File: src/rtl/pc_irq_injector_pkg.sv
// Shared definitions for the PC-triggered interrupt injector.
// Holds the register map offsets (addr[3:2]), the CTRL and STATUS bit
// positions, and the FSM state encoding.
package pc_irq_injector_pkg;

    // Register offsets, word index taken from addr[3:2]
    localparam logic [1:0] REG_CTRL   = 2'd0;
    localparam logic [1:0] REG_TARGET = 2'd1;
    localparam logic [1:0] REG_HOLD   = 2'd2;
    localparam logic [1:0] REG_STATUS = 2'd3;

    // CTRL bits
    localparam int CTRL_EN    = 0;
    localparam int CTRL_REARM = 1;

    // STATUS bits
    localparam int STAT_FIRED = 0;
    localparam int STAT_BUSY  = 1;

    typedef enum logic [2:0] {
        ST_IDLE   = 3'd0,
        ST_ARMED  = 3'd1,
        ST_ASSERT = 3'd2,
        ST_GAP    = 3'd3,
        ST_DONE   = 3'd4
    } state_t;

endpackage

File: src/rtl/pc_irq_injector_if.sv
// Bridge-side register bus for the PC interrupt injector.
//   we   : write strobe, already qualified by the bridge for this device
//   addr : byte address, only addr[3:2] is decoded by the device
//   din  : write data
//   dout : read data, combinational from addr[3:2]
// master = bridge side, slave = device side.
interface pc_irq_injector_if;
    logic        we;
    logic [31:0] addr;
    logic [31:0] din;
    logic [31:0] dout;

    modport master (output we, addr, din, input dout);
    modport slave  (input we, addr, din, output dout);
endinterface

File: src/rtl/pc_irq_injector.sv
// PC-triggered interrupt source. When armed and the commit-point PC equals
// TARGET, irq is raised for HOLD+1 cycles. With REARM set, one low GAP
// cycle follows and the block re-arms; otherwise it parks in DONE until
// CTRL is rewritten.
// Ports:
//   clk   : system clock, rising edge
//   reset : synchronous, active-high
//   pc    : macroscopic PC at the commit point
//   bus   : register bus (slave modport)
//   irq   : registered interrupt request to the CPU
module pc_irq_injector
    import pc_irq_injector_pkg::*;
#(
    parameter int HOLD_W = 8
) (
    input  logic             clk,
    input  logic             reset,
    input  logic [31:0]      pc,
    pc_irq_injector_if.slave bus,
    output logic             irq
);

    state_t            state, state_nxt;
    logic [HOLD_W-1:0] cnt, cnt_nxt;
    logic [HOLD_W-1:0] hold_q;
    logic [31:0]       target_q;
    logic              en_q, rearm_q, fired_q;
    logic              irq_nxt, fire, busy;
    logic [1:0]        off;
    logic              wr_ctrl, wr_target, wr_hold, wr_status;
    logic              unused_addr;

    assign off       = bus.addr[3:2];
    assign wr_ctrl   = bus.we && (off == REG_CTRL);
    assign wr_target = bus.we && (off == REG_TARGET);
    assign wr_hold   = bus.we && (off == REG_HOLD);
    assign wr_status = bus.we && (off == REG_STATUS);
    assign busy      = (state == ST_ASSERT) || (state == ST_GAP);

    // Device range decode happens in the bridge; the remaining address bits are don't-care.
    assign unused_addr = ^{bus.addr[31:4], bus.addr[1:0]};

    // Register file
    always_ff @(posedge clk) begin
        if (reset) begin
            en_q     <= 1'b0;
            rearm_q  <= 1'b0;
            target_q <= '0;
            hold_q   <= '0;
            fired_q  <= 1'b0;
        end else begin
            if (wr_ctrl) begin
                en_q    <= bus.din[CTRL_EN];
                rearm_q <= bus.din[CTRL_REARM];
            end
            if (wr_target) target_q <= bus.din;
            if (wr_hold)   hold_q   <= bus.din[HOLD_W-1:0];
            // A trigger on the same edge as a STATUS write keeps FIRED set.
            if (fire)           fired_q <= 1'b1;
            else if (wr_status) fired_q <= 1'b0;
        end
    end

    always_comb begin
        bus.dout = '0;
        case (off)
            REG_CTRL:   begin
                bus.dout[CTRL_EN]    = en_q;
                bus.dout[CTRL_REARM] = rearm_q;
            end
            REG_TARGET: bus.dout = target_q;
            REG_HOLD:   bus.dout = 32'(hold_q);
            REG_STATUS: begin
                bus.dout[STAT_FIRED] = fired_q;
                bus.dout[STAT_BUSY]  = busy;
            end
            default:    bus.dout = '0;
        endcase
    end

    // FSM state, hold counter and registered irq
    always_ff @(posedge clk) begin
        if (reset) begin
            state <= ST_IDLE;
            cnt   <= '0;
            irq   <= 1'b0;
        end else begin
            state <= state_nxt;
            cnt   <= cnt_nxt;
            irq   <= irq_nxt;
        end
    end

    // irq_nxt is the value irq takes on this edge, so the match edge itself
    // raises irq and the count-to-zero edge drops it: HOLD+1 high cycles.
    always_comb begin
        state_nxt = state;
        cnt_nxt   = cnt;
        irq_nxt   = 1'b0;
        fire      = 1'b0;
        if (wr_ctrl) begin
            // A CTRL write restarts the block and swallows any same-cycle match.
            state_nxt = bus.din[CTRL_EN] ? ST_ARMED : ST_IDLE;
            cnt_nxt   = '0;
        end else begin
            case (state)
                ST_IDLE:   if (en_q) state_nxt = ST_ARMED;
                ST_ARMED:  if (pc == target_q) begin
                    state_nxt = ST_ASSERT;
                    cnt_nxt   = hold_q;
                    irq_nxt   = 1'b1;
                    fire      = 1'b1;
                end
                ST_ASSERT: if (cnt == '0) begin
                    state_nxt = rearm_q ? ST_GAP : ST_DONE;
                end else begin
                    cnt_nxt = cnt - 1'b1;
                    irq_nxt = 1'b1;
                end
                ST_GAP:    state_nxt = ST_ARMED;
                ST_DONE:   state_nxt = ST_DONE;
                default:   state_nxt = ST_IDLE;
            endcase
        end
    end

endmodule

File: src/flat_wrapper.sv
// flat-port wrapper written by rule: the top's interface ports become plain ports
module pc_irq_injector_flat import pc_irq_injector_pkg::*;
#(
    parameter int HOLD_W = 8
)
  (clk, reset, pc, irq, bus_we, bus_addr, bus_din, bus_dout);
  pc_irq_injector_if bus_i ();
  input  logic clk;
  input  logic reset;
  input  logic [31:0] pc;
  output logic irq;
  input wire logic [$bits(bus_i.we)-1:0] bus_we;
  input wire logic [$bits(bus_i.addr)-1:0] bus_addr;
  input wire logic [$bits(bus_i.din)-1:0] bus_din;
  output wire logic [$bits(bus_i.dout)-1:0] bus_dout;
  assign bus_i.we = bus_we;
  assign bus_i.addr = bus_addr;
  assign bus_i.din = bus_din;
  assign bus_dout = bus_i.dout;
  pc_irq_injector #(.HOLD_W(HOLD_W)) u_core (.clk(clk), .reset(reset), .pc(pc), .bus(bus_i), .irq(irq));
endmodule
File: config.mk
export PLATFORM = sky130hd
export DESIGN_NAME = pc_irq_injector_flat
export DESIGN_NICKNAME = d
export VERILOG_FILES = /design/src/rtl/pc_irq_injector_pkg.sv /design/src/rtl/pc_irq_injector_if.sv /design/src/rtl/pc_irq_injector.sv /design/src/flat_wrapper.sv
export SDC_FILE = /design/constraint.sdc
export NUM_CORES = 1
export LEC_CHECK = 0
export CORE_UTILIZATION = 30
export DETAILED_ROUTE_END_ITERATION = 6
export GPL_TIMING_DRIVEN = 0
export PLACE_DENSITY = 0.68
export SYNTH_ARGS = -nofsm -noshare
export SYNTH_HDL_FRONTEND = slang
export SYNTH_SLANG_ARGS = --single-unit
export TNS_END_PERCENT = 1
File: constraint.sdc
create_clock -name clk -period 4.9 [get_ports clk]
set_input_delay 0.98 -clock clk [delete_from_list [all_inputs] [get_ports clk]]
set_output_delay 0.98 -clock clk [all_outputs]
set_load 0.01 [all_outputs]
# Yosys cells after proc, flatten, opt, wreduce, memory -nomap -nowiden

Cells that the tools add are included.
Widths: inputs -> output; s select.

Reductions and logical operators: 13
Add/subtract/negate cells: 1
Eq/ne operators: 13
Multiplexer cells: 19

Operators with widths:

| kind                | number |
|---|---|
| $pmux 30 s2         | 1 |
| $eq 32x32->1        | 1 |
| $mux 8              | 2 |
| $pmux 8 s2          | 1 |
| $mux 3              | 5 |
| $pmux 3 s5          | 1 |
| $logic_not 8->1     | 1 |
| $pmux 2 s4          | 1 |
| $sub 8x1->8 const B | 1 |
| $mux 1              | 7 |
| $eq 3x2->1 const B  | 2 |
| $ne 3x1->1 const B  | 2 |
| $reduce_and 3->1    | 2 |
| $eq 2x2->1 const B  | 2 |
| $logic_and 1x1->1   | 4 |
| $reduce_bool 2->1   | 2 |
| $eq 3x1->1 const B  | 1 |
| $eq 3x3->1 const B  | 1 |
| $logic_not 3->1     | 1 |
| $ne 3x2->1 const B  | 1 |
| $eq 2x1->1 const B  | 1 |
| $logic_not 2->1     | 1 |
| $ne 2x1->1 const B  | 1 |
| $ne 2x2->1 const B  | 1 |
| other kinds (3)     | 3 |

Logic and storage cells: 54
Output and inout bits: 33
Bits in registers: 55
Input port bits: 99

# Depth between registers and ports, before layout

Depth in word-level cells: 5
Gate-level depth with buffers: 8
Depth with buffers taken out: 8

# Worst setup path after synthesis

No wires, ideal clock.

Kind: input-to-output
From: input bus_addr[2]
To: output bus_dout[1]
Buffers on the path: 2
Stages: 6
Required time: 3.920 ns
Arrival: 2.066 ns
Slack: 1.854 ns
Cells stage by stage: inv_1 > ha_1 > clkbuf_1 > clkbuf_1 > a221oi_1 > a21oi_1

Word-level cells in the longest chain between the ends: 2
Elaborated cells on any way between the ends: 5
Those cells by class: eq/ne: 3; mux: 1; reduce/logical: 1

Ends and longest elaborated chain:

| what                                     | line                  | RTL |
|---|---|---|
| start: declaration                       | flat_wrapper.sv:13    | `input wire logic [$bits(bus_i.addr)-1:0] bus_addr;` |
| $eq 2x2->1, or another cell as far along | pc_irq_injector.sv:66 | `case (off)` |
| $pmux 2 s4 *                             | pc_irq_injector.sv:66 |  |
| end: declaration                         | flat_wrapper.sv:15    | `output wire logic [$bits(bus_i.dout)-1:0] bus_dout;` |

Mark *: on every way between the ends. The rest lies on a longest branch, timed or not.

# Worst setup path in the final report

From: input bus_addr[2]
To: output bus_dout[0]

Same word-level chain as after synthesis.

==> out/results.txt <==
clock sink total: 55
FMAX: 230 MHz
WS Path Type: primary input to output pin
wire length per cell: 15.2 µm
slowest CP cell: clkdlybuf4s50_1
Root Driver: clkbuf_8
Worst Path Required: 3.92 ns
chip height: 102 µm
total of max-cap violations: 0
hpwl dp: 7360 µm
Final WS setup: 0.553 ns
Post-synth EDFFs: 0
Yosys cell types: 44
Hold Violations, Final: 0
# DRC: 0
# hold bufs at CTS: 0
type of origin of the critical path: primary input
largest net degree at the start of global routing: 18
power per standard cell area: 211 mW/mm²
Synth Warn #: 0
Synth Area in Adders: 2.48%
via count: 3,120
clock slew at reported path FFs: 0.10 ns
first-pass GRT wire length: 15,100 µm
status: finished clean
Skew-Pair Late Insertion Delay: 0.31 ns
CTS buffer count: 5
skew final: 0.0101 ns
TritonCTS clock tree: built
post-synthesis simple-gate area fraction: 29.7%
fin crit period: 4.35 ns
port buffer count: 100
# resized after CTS: 0
Tightest Pin Transition: 0.737 ns
Pleak: 1.41 nW
FF-to-FF setup slack: 2.77 ns
Synth area leaders: dfxtp_1, nand2_1, xnor2_1
NumNets Final: 600
placer congestion estimate: 0.832
post-CTS setup buffers: 0
dpl ws: 0.564 ns
setup tns final: 0 ns
Clock Path Buffers: 2
Die Wd: 102 µm
sequential share of the synthesized area: 36.3%
Max VDD drop: 117 µV
synthesized area: 0.00303 mm²
vias per cell: 4.97
cell chain of the critical path: clkdlybuf4s50_1 > inv_1 > ha_1 > clkbuf_1 > clkbuf_1 > a222oi_1 > mux2i_1 > clkdlybuf4s50_1
unrepaired setup endpoints after global routing: false
top cells by count, synth: nand2_1, a21oi_1, dfxtp_1
io pins: 132
CP Capture Type: output pin
Syn Inst Count: 388
main combinational cell family by area after synthesis: simple AND/OR/NAND/NOR gates
ys async rst share: 0%
mux cell area share after synthesis: 1.49%
total wire length: 9520 µm
Synth Area per Inst: 7.81 µm²
Synth area leader: dfxtp_1
die footprint: 0.0105 mm²
Synth Area in XOR/XNOR: 9.25%
initial antenna violation count: 0
# setup viols final: 0
top-count cell post-synth: nand2_1
DRT Pass-1 Iters: 5
Synth top area share: 36.3%
Compound-Gate Fraction of Synth Area: 16.9%
drt first-iter violations: 207
critical path's largest stage delay: 0.58 ns
post-synthesis register bit count: 55
syn_nets: 493
Most used DFF post-synth: dfxtp_1
Area Growth Syn to Fin: 41.3%
critical-path maximum fanout: 10
H-tree Lvls: 2
Core Area: 0.00977 mm²
Worst path top cell family by delay: buffers and inverters
final cycle utilization of the critical path: 88.7%
WP buf/inv: 5
Max Transition Viols Final: 0
vias in the first global route: 3,125
GRT Overall Usage: 18.5%
Post-DRT Antenna Nets: 0
slew margin rel.: 50.4%
layout cell share with drive strength beyond 1: 4.04%
Ant. Diodes: 0
Hold Path Class: register to register
num rows: 36
Remaining Overflow, GRT: 0
Starting Density: 31.0%
WP data arrival: 3.37 ns
## power by group
group | switching (W) | internal [W] | leakage [nW]
clock network | 0.000157 | 0.000100 | 0.0406
registers | 0.0000113 | 0.000460 | 0.446
logic | 0.0000823 | 0.0000931 | 0.920
total | 0.000250 | 0.000653 | 1.41
## worst min-delay path, stage by stage, from the launching register on
cell	delay (ns)
dfxtp_1	0.33
nand2_1	0.05
a21oi_1	0.06
## logic make-up after synthesis
logic type / after synthesis
AOI/OAI and AO/OA: 86
xor gates and xnor gates: 32
adders and majority gates: 6
buffers and inverters: 30
DFF: 55
muxes: 4
and+or+nand+nor: 175
## placed cells by master, fill, tap and decap left out, drive strengths merged, types with 4 or more instances in the layout
master	Yosys	layout
nand4	9	9
nor2	5	5
nor2b	7	7
ha	6	6
a21oi	57	57
a22oi	7	7
nand2	91	91
nor4	5	5
a31oi	5	5
nand3	17	17
inv	8	9
nor3b	4	4
and2	26	26
clkdlybuf4s50	0	100
xnor2	32	32
clkbuf	19	24
dfxtp	55	55
## final timing paths
| kind | from | end | cells after the start |
|---|---|---|---|
| min reg2reg | u_core.fired_q$_SDFFE_PP0P_ | u_core.fired_q$_SDFFE_PP0P_ | 2 |
| max | bus_addr[2] | bus_dout[0] | 8 |
| min | u_core.fired_q$_SDFFE_PP0P_ | u_core.fired_q$_SDFFE_PP0P_ | 2 |
| max reg2reg | u_core.cnt[0]$_SDFFE_PP0P_ | u_core.cnt[0]$_SDFFE_PP0P_ | 8 |
## layer usage
metal	track usage [%]	share of wire, %
met1	22.9	41
met2	32.3	50
met3	4.38	7.9
met4	4.51	0.97
met5	0	0
## flip-flops by register name (all words and copies together), names as in the netlist
signal,cells
u_core.fired_q,1
u_core.irq,1
u_core.hold_q,8
u_core.cnt,8
u_core.rearm_q,1
u_core.state,3
u_core.target_q,32
u_core.en_q,1
## per-stage QoR
stage          utilization, %  instance area (µm²)  hold slack [ns]  std cells  power (W)
2_1_floorplan               -                 3030            0.436        388   0.000562
3_3_place_gp             42.9                 4200            0.445        621   0.000654
6_report                 43.8                 4280            0.478        628   0.000904
5_1_grt                  43.8                 4280            0.507        628   0.000942
4_1_cts                  43.8                 4280            0.482        628   0.000909
3_5_place_dp             42.9                 4200            0.466        621   0.000657
## cell type report
cell class	instances	area [µm²]
timing repair buffer	100	1000
sequential	55	1100
fill	1004	5490
clock buffer	5	68.8
tap	133	166
clock inverter	2	16.3
buffer	22	86.3
inverter	8	30.0
multi-input combinational	303	1810
No activity file was read; power rests on OpenSTA's default activity.
